File: config.mk
export PLATFORM = sky130hd
export DESIGN_NAME = posit_to_float_es3_flat
export DESIGN_NICKNAME = d
export VERILOG_FILES = /design/src/rtl/posit_to_float_es3_pkg.sv /design/src/rtl/posit_to_float_es3_if.sv /design/src/rtl/posit_to_float_es3_round.sv /design/src/rtl/posit_to_float_es3.sv /design/src/flat_wrapper.sv
export SDC_FILE = /design/constraint.sdc
export NUM_CORES = 1
export LEC_CHECK = 0
export ABC_AREA = 0
export BUFFER_PORTS_ARGS = -buffer_cell sky130_fd_sc_hd__buf_2
export CORE_MARGIN = 2
export CORE_UTILIZATION = 35
export DETAILED_ROUTE_END_ITERATION = 16
export GPL_ROUTABILITY_DRIVEN = 0
export SETUP_SLACK_MARGIN = 0.02
export SLEW_MARGIN = 10
export SYNTH_ARGS = -nofsm -noshare
export SYNTH_HDL_FRONTEND = slang
export SYNTH_SLANG_ARGS = --single-unit
File: constraint.sdc
create_clock -name clk -period 64.7 [get_ports clk]
set_clock_uncertainty 0.2 [all_clocks]
set_input_delay 9.705 -clock clk [delete_from_list [all_inputs] [get_ports clk]]
set_output_delay 9.705 -clock clk [all_outputs]
set_load 0.05 [all_outputs]
File: src/rtl/posit_to_float_es3_pkg.sv
// Shared constants, float field layout and regime helper for the es=3 posit-to-binary32 path.
package posit_to_float_es3_pkg;

  localparam int NBITS         = 32;
  localparam int ES            = 3;
  localparam int FRAC_W        = NBITS - ES - 3;
  localparam int FLT_BIAS      = 127;
  localparam int FLT_EXP_BITS  = 8;
  localparam int FLT_MANT_BITS = 23;
  localparam logic [31:0] FLT_QNAN = 32'h7FC00000;

  typedef struct packed {
    logic                     sign;
    logic [FLT_EXP_BITS-1:0]  exp;
    logic [FLT_MANT_BITS-1:0] mant;
  } float_fields;

  // Length of the run of identical leading bits of a posit magnitude (regime run).
  function automatic logic [5:0] regime_run(input logic [NBITS-2:0] v);
    logic [5:0] n;
    logic       stop;
    n    = '0;
    stop = 1'b0;
    for (int i = NBITS - 2; i >= 0; i--) begin
      if (!stop && (v[i] == v[NBITS-2])) n = n + 6'd1;
      else stop = 1'b1;
    end
    return n;
  endfunction

endpackage

File: src/rtl/posit_to_float_es3_if.sv
// Start/done streaming bundle between the posit datapath and the float converter.
interface posit_to_float_es3_if;
  import posit_to_float_es3_pkg::*;

  logic [NBITS-1:0] in1;
  logic             start;
  logic [NBITS-1:0] result;
  logic             inf;
  logic             zero;
  logic             done;

  modport master (output in1, start, input result, inf, zero, done);
  modport slave  (input in1, start, output result, inf, zero, done);

endinterface

File: src/rtl/posit_to_float_es3_round.sv
// Round-to-nearest-even on a binary32 mantissa; carries into the exponent and flags overflow.
module float_round_rne
  import posit_to_float_es3_pkg::*;
(
  input  logic [FLT_MANT_BITS-1:0] i_mant,
  input  logic                     i_guard,
  input  logic                     i_sticky,
  input  logic [FLT_EXP_BITS-1:0]  i_exp,
  output logic [FLT_MANT_BITS-1:0] o_mant,
  output logic [FLT_EXP_BITS-1:0]  o_exp,
  output logic                     o_ovf
);

  function automatic logic rne_inc(input logic lsb, input logic guard, input logic sticky);
    return guard & (sticky | lsb);
  endfunction

  logic [FLT_MANT_BITS:0] w_sum;
  logic [FLT_EXP_BITS:0]  w_exp_sum;

  // A subnormal (exp 0) that carries lands on exp 1 / mantissa 0, the smallest normal.
  always_comb begin
    w_sum     = {1'b0, i_mant} + {{FLT_MANT_BITS{1'b0}}, rne_inc(i_mant[0], i_guard, i_sticky)};
    w_exp_sum = {1'b0, i_exp} + {{FLT_EXP_BITS{1'b0}}, w_sum[FLT_MANT_BITS]};
    o_mant    = w_sum[FLT_MANT_BITS-1:0];
    o_exp     = w_exp_sum[FLT_EXP_BITS-1:0];
    o_ovf     = (w_exp_sum >= 9'd255);
  end

endmodule

File: src/rtl/posit_to_float_es3.sv
// 32-bit posit (es=3) to IEEE-754 binary32 converter, fixed 3-cycle start-to-done latency.
module posit_to_float_es3
  import posit_to_float_es3_pkg::*;
(
  input  logic               clk,
  input  logic               reset,
  posit_to_float_es3_if.slave bus
);

  logic [NBITS-1:0] r_in_p0;
  logic             r_vld_p0;

  always_ff @(posedge clk) begin
    if (reset) r_vld_p0 <= 1'b0;
    else       r_vld_p0 <= bus.start;
    r_in_p0 <= bus.in1;
  end

  // ---- stage 0: regime / exponent / fraction decode ----
  logic              w_sign_p0;
  logic [NBITS-2:0]  w_mag_p0;
  logic [5:0]        w_run_p0;
  logic [5:0]        w_rlen_p0;
  logic signed [5:0] w_k_p0;
  logic [NBITS-2:0]  w_rem_p0;
  logic [2:0]        w_e_p0;
  logic [FRAC_W-1:0] w_frac_p0;
  logic signed [8:0] w_scale_p0;
  logic              w_nar_p0;
  logic              w_zero_p0;
  logic              w_unused_p0;

  always_comb begin
    w_sign_p0   = r_in_p0[NBITS-1];
    w_mag_p0    = w_sign_p0 ? (~r_in_p0[NBITS-2:0] + 31'd1) : r_in_p0[NBITS-2:0];
    w_run_p0    = regime_run(w_mag_p0);
    w_k_p0      = w_mag_p0[NBITS-2] ? $signed(w_run_p0 - 6'd1) : $signed(6'd0 - w_run_p0);
    // An all-ones magnitude has no terminating bit, so the regime can consume every bit.
    w_rlen_p0   = (w_run_p0 == 6'd31) ? 6'd31 : (w_run_p0 + 6'd1);
    w_rem_p0    = w_mag_p0 << w_rlen_p0;
    w_e_p0      = w_rem_p0[30:28];
    w_frac_p0   = w_rem_p0[27:2];
    w_scale_p0  = $signed({w_k_p0, 3'b000}) + $signed({6'b000000, w_e_p0});
    w_nar_p0    = (r_in_p0 == 32'h80000000);
    w_zero_p0   = (r_in_p0 == 32'h00000000);
    w_unused_p0 = ^w_rem_p0[1:0];
  end

  logic              r_vld_p1;
  logic              r_sign_p1;
  logic signed [8:0] r_scale_p1;
  logic [FRAC_W-1:0] r_frac_p1;
  logic              r_nar_p1;
  logic              r_zero_p1;

  always_ff @(posedge clk) begin
    if (reset) r_vld_p1 <= 1'b0;
    else       r_vld_p1 <= r_vld_p0;
    r_sign_p1  <= w_sign_p0;
    r_scale_p1 <= w_scale_p0;
    r_frac_p1  <= w_frac_p0;
    r_nar_p1   <= w_nar_p0;
    r_zero_p1  <= w_zero_p0;
  end

  // ---- stage 1: classify, denormalise, round ----
  logic signed [9:0]       w_e10_p1;
  logic signed [9:0]       w_shr_p1;
  logic                    w_big_p1;
  logic                    w_sub_p1;
  logic [4:0]              w_sh_p1;
  logic [FRAC_W:0]         w_sig_p1;
  logic [FRAC_W:0]         w_shifted_p1;
  logic [FRAC_W:0]         w_lost_p1;
  logic [FLT_MANT_BITS-1:0] w_mant_p1;
  logic                    w_guard_p1;
  logic                    w_sticky_p1;
  logic [FLT_EXP_BITS-1:0] w_exp_in_p1;
  logic                    w_unused_p1;

  always_comb begin
    w_e10_p1     = $signed({r_scale_p1[8], r_scale_p1}) + 10'sd127;
    w_shr_p1     = 10'sd0 - 10'sd126 - $signed({r_scale_p1[8], r_scale_p1});
    w_big_p1     = (r_scale_p1 > 9'sd127);
    w_sub_p1     = (w_e10_p1 < 10'sd1);
    w_sh_p1      = !w_sub_p1 ? 5'd0 : ((w_shr_p1 > 10'sd27) ? 5'd27 : w_shr_p1[4:0]);
    w_sig_p1     = {1'b1, r_frac_p1};
    w_shifted_p1 = w_sig_p1 >> w_sh_p1;
    w_lost_p1    = w_sig_p1 & ~({(FRAC_W+1){1'b1}} << w_sh_p1);
    w_mant_p1    = w_shifted_p1[25:3];
    w_guard_p1   = w_shifted_p1[2];
    w_sticky_p1  = (|w_shifted_p1[1:0]) | (|w_lost_p1);
    w_exp_in_p1  = w_sub_p1 ? 8'd0 : w_e10_p1[7:0];
    w_unused_p1  = w_shifted_p1[FRAC_W];
  end

  logic [FLT_MANT_BITS-1:0] w_rmant_p1;
  logic [FLT_EXP_BITS-1:0]  w_rexp_p1;
  logic                     w_rovf_p1;

  float_round_rne u_round (
    .i_mant   (w_mant_p1),
    .i_guard  (w_guard_p1),
    .i_sticky (w_sticky_p1),
    .i_exp    (w_exp_in_p1),
    .o_mant   (w_rmant_p1),
    .o_exp    (w_rexp_p1),
    .o_ovf    (w_rovf_p1)
  );

  logic                     r_vld_p2;
  logic                     r_sign_p2;
  logic [FLT_MANT_BITS-1:0] r_mant_p2;
  logic [FLT_EXP_BITS-1:0]  r_exp_p2;
  logic                     r_ovf_p2;
  logic                     r_nar_p2;
  logic                     r_zero_p2;

  always_ff @(posedge clk) begin
    if (reset) r_vld_p2 <= 1'b0;
    else       r_vld_p2 <= r_vld_p1;
    r_sign_p2 <= r_sign_p1;
    r_mant_p2 <= w_rmant_p1;
    r_exp_p2  <= w_rexp_p1;
    r_ovf_p2  <= w_big_p1 | w_rovf_p1;
    r_nar_p2  <= r_nar_p1;
    r_zero_p2 <= r_zero_p1;
  end

  // ---- stage 2: pack specials and register outputs ----
  float_fields w_pack_p2;
  logic        w_inf_p2;
  logic        w_zero_p2;

  always_comb begin
    w_pack_p2.sign = r_sign_p2;
    w_pack_p2.exp  = r_exp_p2;
    w_pack_p2.mant = r_mant_p2;
    w_inf_p2       = 1'b0;
    w_zero_p2      = 1'b0;
    if (r_nar_p2) begin
      w_pack_p2 = FLT_QNAN;
      w_inf_p2  = 1'b1;
    end else if (r_zero_p2) begin
      w_pack_p2 = '0;
      w_zero_p2 = 1'b1;
    end else if (r_ovf_p2) begin
      w_pack_p2.exp  = '1;
      w_pack_p2.mant = '0;
    end
  end

  logic [NBITS-1:0] r_result;
  logic             r_inf;
  logic             r_zero;
  logic             r_done;

  always_ff @(posedge clk) begin
    if (reset) begin
      r_result <= '0;
      r_inf    <= 1'b0;
      r_zero   <= 1'b0;
      r_done   <= 1'b0;
    end else begin
      r_done <= r_vld_p2;
      if (r_vld_p2) begin
        r_result <= w_pack_p2;
        r_inf    <= w_inf_p2;
        r_zero   <= w_zero_p2;
      end
    end
  end

  assign bus.result = r_result;
  assign bus.inf    = r_inf;
  assign bus.zero   = r_zero;
  assign bus.done   = r_done;

endmodule

File: src/flat_wrapper.sv
// flat-port wrapper written by rule: the top's interface ports become plain ports
module posit_to_float_es3_flat import posit_to_float_es3_pkg::*;
  (clk, reset, bus_in1, bus_start, bus_result, bus_inf, bus_zero, bus_done);
  posit_to_float_es3_if bus_i ();
  input  logic clk;
  input  logic reset;
  input wire logic [$bits(bus_i.in1)-1:0] bus_in1;
  input wire logic [$bits(bus_i.start)-1:0] bus_start;
  output wire logic [$bits(bus_i.result)-1:0] bus_result;
  output wire logic [$bits(bus_i.inf)-1:0] bus_inf;
  output wire logic [$bits(bus_i.zero)-1:0] bus_zero;
  output wire logic [$bits(bus_i.done)-1:0] bus_done;
  assign bus_i.in1 = bus_in1;
  assign bus_i.start = bus_start;
  assign bus_result = bus_i.result;
  assign bus_inf = bus_i.inf;
  assign bus_zero = bus_i.zero;
  assign bus_done = bus_i.done;
  posit_to_float_es3 u_core (.clk(clk), .reset(reset), .bus(bus_i));
endmodule
## After elaboration in Yosys (flattened, before gate mapping)

Cells that the tools add are included.

- Register bits: 143
- Bits of input ports: 35
- Output and inout port bits: 35
- Word-level logic and storage cells: 235

- Add/sub/neg operators: 38
- Order comparisons: 4
- Equal/unequal tests: 32
- Shift-type cells: 3
- Multiplexer cells: 72
- Bitwise operators: 7
- Reductions and logical operators: 60

Operators with widths:

| cell | count |
|---|---|
| $mux 6 | 31 |
| $add 6x1->6 const B | 30 |
| $mux 31 | 3 |
| $mux 1 | 33 |
| $eq 32x32->1 const B | 1 |
| $logic_not 32->1 | 1 |
| $mux 32 | 1 |
| $add 31x1->31 const B | 1 |
| $not 31->31 | 1 |
| $shl 31x6->31 | 1 |
| $eq 1x1->1 | 30 |
| $logic_and 1x1->1 | 29 |
| $logic_not 1->1 | 28 |
| $and 27x27->27 | 1 |
| $not 27->27 | 1 |
| $reduce_or 27->1 | 1 |
| $shl 27x5->27 const A | 1 |
| $shr 27x5->26 | 1 |
| $add 23x1->24 | 1 |
| $add 9x8->10 const B | 1 |
| $gt 10x6->1 const B | 1 |
| $lt 10x2->1 const B | 1 |
| $mux 5 | 2 |
| $sub 8x9->10 const A | 1 |
| other kinds (12) | 14 |

## Longest topological paths before layout

- Depth in word-level cells: 94
- Gate-level depth with buffers: 104
- Gate-level depth less buffers: 97

## Cells and area by module

From an unflattened synthesis, not the netlist that was laid out.

- Cell total of the unflattened synthesis: 1784
- Area, all modules: 13503.0 um^2

By module, submodules not included:

| module | times used | cells each | area an instance (um^2) | seq. area each (um^2) |
|---|---|---|---|---|
| posit_to_float_es3 | 1 | 1696 | 12874.8 | 2862.7 |
| float_round_rne | 1 | 88 | 628.1 | 0.0 |

## Least setup slack after synthesis

OpenSTA, ideal clock, no wires.

- Path type: flip-flop to flip-flop
- Start: register u_core.r_in_p0[0]
- End: register u_core.r_frac_p1[19]
- Library setup time: 0.116 ns
- Data arrival time: 20.093 ns
- Required time: 64.384 ns
- Setup slack: 44.290 ns
- Cell stages (with the launch flop): 103
- Buffers on the path: 6
- Period minus slack after synthesis: 20.410 ns
- Path through: dfxtp_1 clkbuf_1 inv_1 ha_1 or3b_1 clkbuf_1 or3_1 buf_4 o31ai_4 xnor2_1 clkbuf_1 clkbuf_1 nand2_1 o2bb2ai_1 ha_1 a21o_1 ha_1 inv_1 [... 67 more ...] nand2_1 ha_1 nand2_1 nor2_1 inv_1 a21oi_1 nor2_1 nor2b_1 a2111oi_0 and3_1 mux2i_1 a21boi_4 a21oi_2 buf_2 and3_1 a221oi_1 nand3_1 a41o_1

- Word-level cells in the longest chain between the ends: 93
- Elaborated cells between the ends (all ways): 182
- Classes of those cells: add/sub: 31; eq/ne: 31; shift: 1; mux: 61; bitwise: 1; reduce/logical: 57

RTL lines:

| what | line | source |
|---|---|---|
| from (decl) | posit_to_float_es3.sv:10 | `logic [NBITS-1:0] r_in_p0;` |
| from (signal assigned) | posit_to_float_es3.sv:16 | `r_in_p0 <= bus.in1;` |
| $not 31->31 | posit_to_float_es3.sv:35 | `w_mag_p0 = w_sign_p0 ? (~r_in_p0[NBITS-2:0] + 31'd1) : r_in_p0[NBITS-2:0];` |
| $add 31x1->31 | posit_to_float_es3.sv:35 |  |
| $mux 31 (*) | posit_to_float_es3.sv:35 |  |
| branches (longest 89 deep; another with $add 6x1->6) | - |  |
| $shl 31x6->31 (*) | posit_to_float_es3.sv:40 | `w_rem_p0 = w_mag_p0 << w_rlen_p0;` |
| to (signal assigned) | posit_to_float_es3.sv:61 | `r_frac_p1 <= w_frac_p0;` |
| to (decl) | posit_to_float_es3.sv:52 | `logic [FRAC_W-1:0] r_frac_p1;` |

Every way passes the cells marked *.
A chain may end at the register's enable or synchronous reset.

## Worst setup path after layout

- Start: register u_core.r_in_p0[0]
- End: register u_core.r_frac_p1[24]

Same word-level chain as after synthesis.

==> flow_summary.ini <==
[layout]
antenna_cells = 0
num-nets-final = 1937
final_cells = 2397
area_growth_pct = 9.820
drive_gt1_share_pct = 11.39

[flow_run]
cap_violations = 0

[sta]
period_needed_ns = 23.34
grt_setup_unrepaired = false
period_share_pct = 36.07
timing.slew.headroom_pct = 28.31
setup_viol = 0
report.final.slew_viol_count = 0
finalSetupTns_ns = 0
hold_violations = 0
clock.fmax_mhz = 42.85
setup_slack_ns = 41.36
hold_slack_ns = 0.1340
tightest_slew_ns = 1.073

[worst_setup_path]
critPathTopFamily = adder cells
critPathKind = flop to flop
worst_ep_required_time_ns = 64.88
slowest_stage = o32ai_1
critPathMaxStageDelay_ns = 0.80
path_common_cell = ha_1
critPathLaunchType = flop
critPathMaxFanout = 40
path_buf_inv = 5
cp.arrival_ns = 23.51
cp-end-kind = flop

[synthesis]
synth_fp_nets = 1932
syn_avg_cell_area_um2 = 7.401
synth.distinct_cells = 106
muxShareOfSynthArea_pct = 7.722
seq_area_frac_synth_pct = 20.78
synth_compound_area_share_pct = 23.34
synth_top_family_by_area = simple AND/OR/NAND/NOR gates
synthArstFlopShare_pct = 0
synth-simple-area-share_pct = 27.68
synth_xor_area_share_pct = 12.75
yosysTopAreaCell = dfxtp_1
synth_most_common_cell = nor2_1
synthDominantCellAreaShare_pct = 20.78
synth-adder-area-share_pct = 3.488
yosys_warnings = 0
ys_ff_latch = 143
syn_inst = 1861
synth_ff_type = dfxtp_1
synth_edf_count = 0
ys_top_cells_by_count = nor2_1 (238), nand2_1 (189), dfxtp_1 (143)
synthTopCellsByArea = dfxtp_1 (21%), nor2_1 (6.5%), xnor2_1 (6.4%)
synth_area_mm2 = 0.01377

[die]
io_pins = 70
core_mm2 = 0.03874
die_h_um = 202.4
dieArea_mm2 = 0.04096
die_x_um = 202.4
initial_utilization_pct = 35.56
rows = 72

[routing]
ant_nets = 0
drt-vias-per-instance = 5.850
routed.top_layer = met4
drt_iter0_drc = 1470
first_pass_iters = 6
drc_errors = 0
wl_met1_mm = 18.78
wire_per_inst_um = 17.56
via_count = 14020
wl_mm = 42.10
wl_met2_mm = 19.13
wl_met3_mm = 2.899

[grt]
grt_start_max_net_pins = 70
grt_use_total_pct = 20.34
grt_pass1_vias = 12980
grt_pass1_wl_mm = 68.66
antenna_found_initial = 1
overflow = 0

[power_and_ir_drop]
p_per_area_mw_per_mm2 = 35.58
peakVddDrop_mv = 0.02047
p_leak_nw = 5.808
finalPower_mw = 0.5382

[clock_tree]
cts_max_path_buffers = 2
cts_tree = built
h-tree-depth = 4
clk_latency_ns = 0.45
cts_root_buffer = clkbuf_16
postCtsSetupBuffers = 0
hold_buffers = 0
cts_resized = 0
clock-sinks = 143
cts_buffers = 17
path_clk_slew_ns = 0.08

[placed_design]
place_inst = 2365
io_buffers = 69
dp_slack_ns = 41.79
hpwl_mm = 32.22

[worst_hold_path]
hp-class = flop to flop

[outcome]
status = finished clean
metal layers:
layer | vias up | GRT usage, %
met1 | 6576 | 26.83
li1 | 6785 | -
met2 | 556 | 33.11
met4 | 0 | 7.586
met5 | - | 0
met3 | 105 | 3.547
flip-flops by register name, indices dropped and copies added (netlist names), 8 cells and up:
signal,count
u_core.bus.result,32
u_core.r_in_p0,32
u_core.r_frac_p1,26
u_core.r_mant_p2,23
u_core.r_scale_p1,9
u_core.r_exp_p2,8
layout by cell type (no fill, tap or decap), drive strengths merged, types with 11 or more instances in the layout:
| cell | count |
|---|---|
| o31ai | 18 |
| nand2 | 191 |
| or3 | 25 |
| inv | 43 |
| and3 | 25 |
| nand4 | 23 |
| xor2 | 55 |
| nand2b | 14 |
| a21o | 13 |
| mux2 | 18 |
| a21oi | 119 |
| xnor2 | 108 |
| nor2 | 239 |
| nor3 | 74 |
| o41ai | 11 |
| o22ai | 27 |
| nand3 | 83 |
| mux2i | 84 |
| buf | 95 |
| a31oi | 17 |
| ha | 36 |
| dfxtp | 143 |
| o21ai | 87 |
| and2 | 22 |
| or2 | 18 |
| nor4 | 21 |
| nor2b | 33 |
| a211oi | 28 |
| clkbuf | 17 |
metrics by stage:
stage          util [%]  cell area [µm²]
4_1_cts           39.03            15120
3_3_place_gp      37.55            14540
5_1_grt           39.05            15130
3_5_place_dp      37.55            14540
6_report          39.05            15130
2_1_floorplan         -            13770
cell families (layout without fill, tap and decap cells):
| kind of cell | count (synthesis) | after routing |
|---|---|---|
| AOI/OAI and AO/OA | 462 | 462 |
| adders and majority gates | 39 | 39 |
| buffers and inverters | 145 | 163 |
| and+or+nand+nor | 798 | 798 |
| muxes | 102 | 102 |
| DFF | 143 | 143 |
| xor gates and xnor gates | 172 | 172 |
final cells by class:
class	instances	area, µm²
Tap cell	518	648.1
Multi-Input combinational cell	1573	10360
Clock inverter	15	150.1
Sequential cell	143	2863
Clock buffer	17	425.4
Fill cell	4045	23610
Timing Repair Buffer	95	540.5
Inverter	36	135.1
worst paths after layout:
path | start | endpoint | slack (ns) | cells after the start
max | u_core.r_in_p0[0] | u_core.r_frac_p1[24] | 41.36 | 96
min | u_core.r_zero_p1 | u_core.r_zero_p2 | 0.13 | 0
max reg2reg | u_core.r_in_p0[0] | u_core.r_frac_p1[24] | 41.36 | 96
min reg2reg | u_core.r_zero_p1 | u_core.r_zero_p2 | 0.13 | 0
report_power, final:
| group | internal (mW) | switching, mW | total, mW | leakage (nW) |
|---|---|---|---|---|
| Clock | 0.0542 | 0.0458 | 0.100 | 0.276 |
| Combinational | 0.113 | 0.192 | 0.305 | 4.34 |
| Sequential | 0.113 | 0.0203 | 0.133 | 1.19 |
| Total | 0.280 | 0.258 | 0.538 | 5.81 |
worst reg2reg max path: cells and delay by family, from the launching register on:
family / cells / cell delay, ns
AO/OA/AOI/OAI: 25 / 6.15
XOR/XNOR: 1 / 0.15
adder cells (fa/ha/maj): 26 / 8.02
buffers and inverters: 5 / 0.92
flip-flops: 1 / 0.42
multiplexers: 12 / 2.64
AND/OR/NAND/NOR: 27 / 4.75
Power figures use the tool's default switching activity.
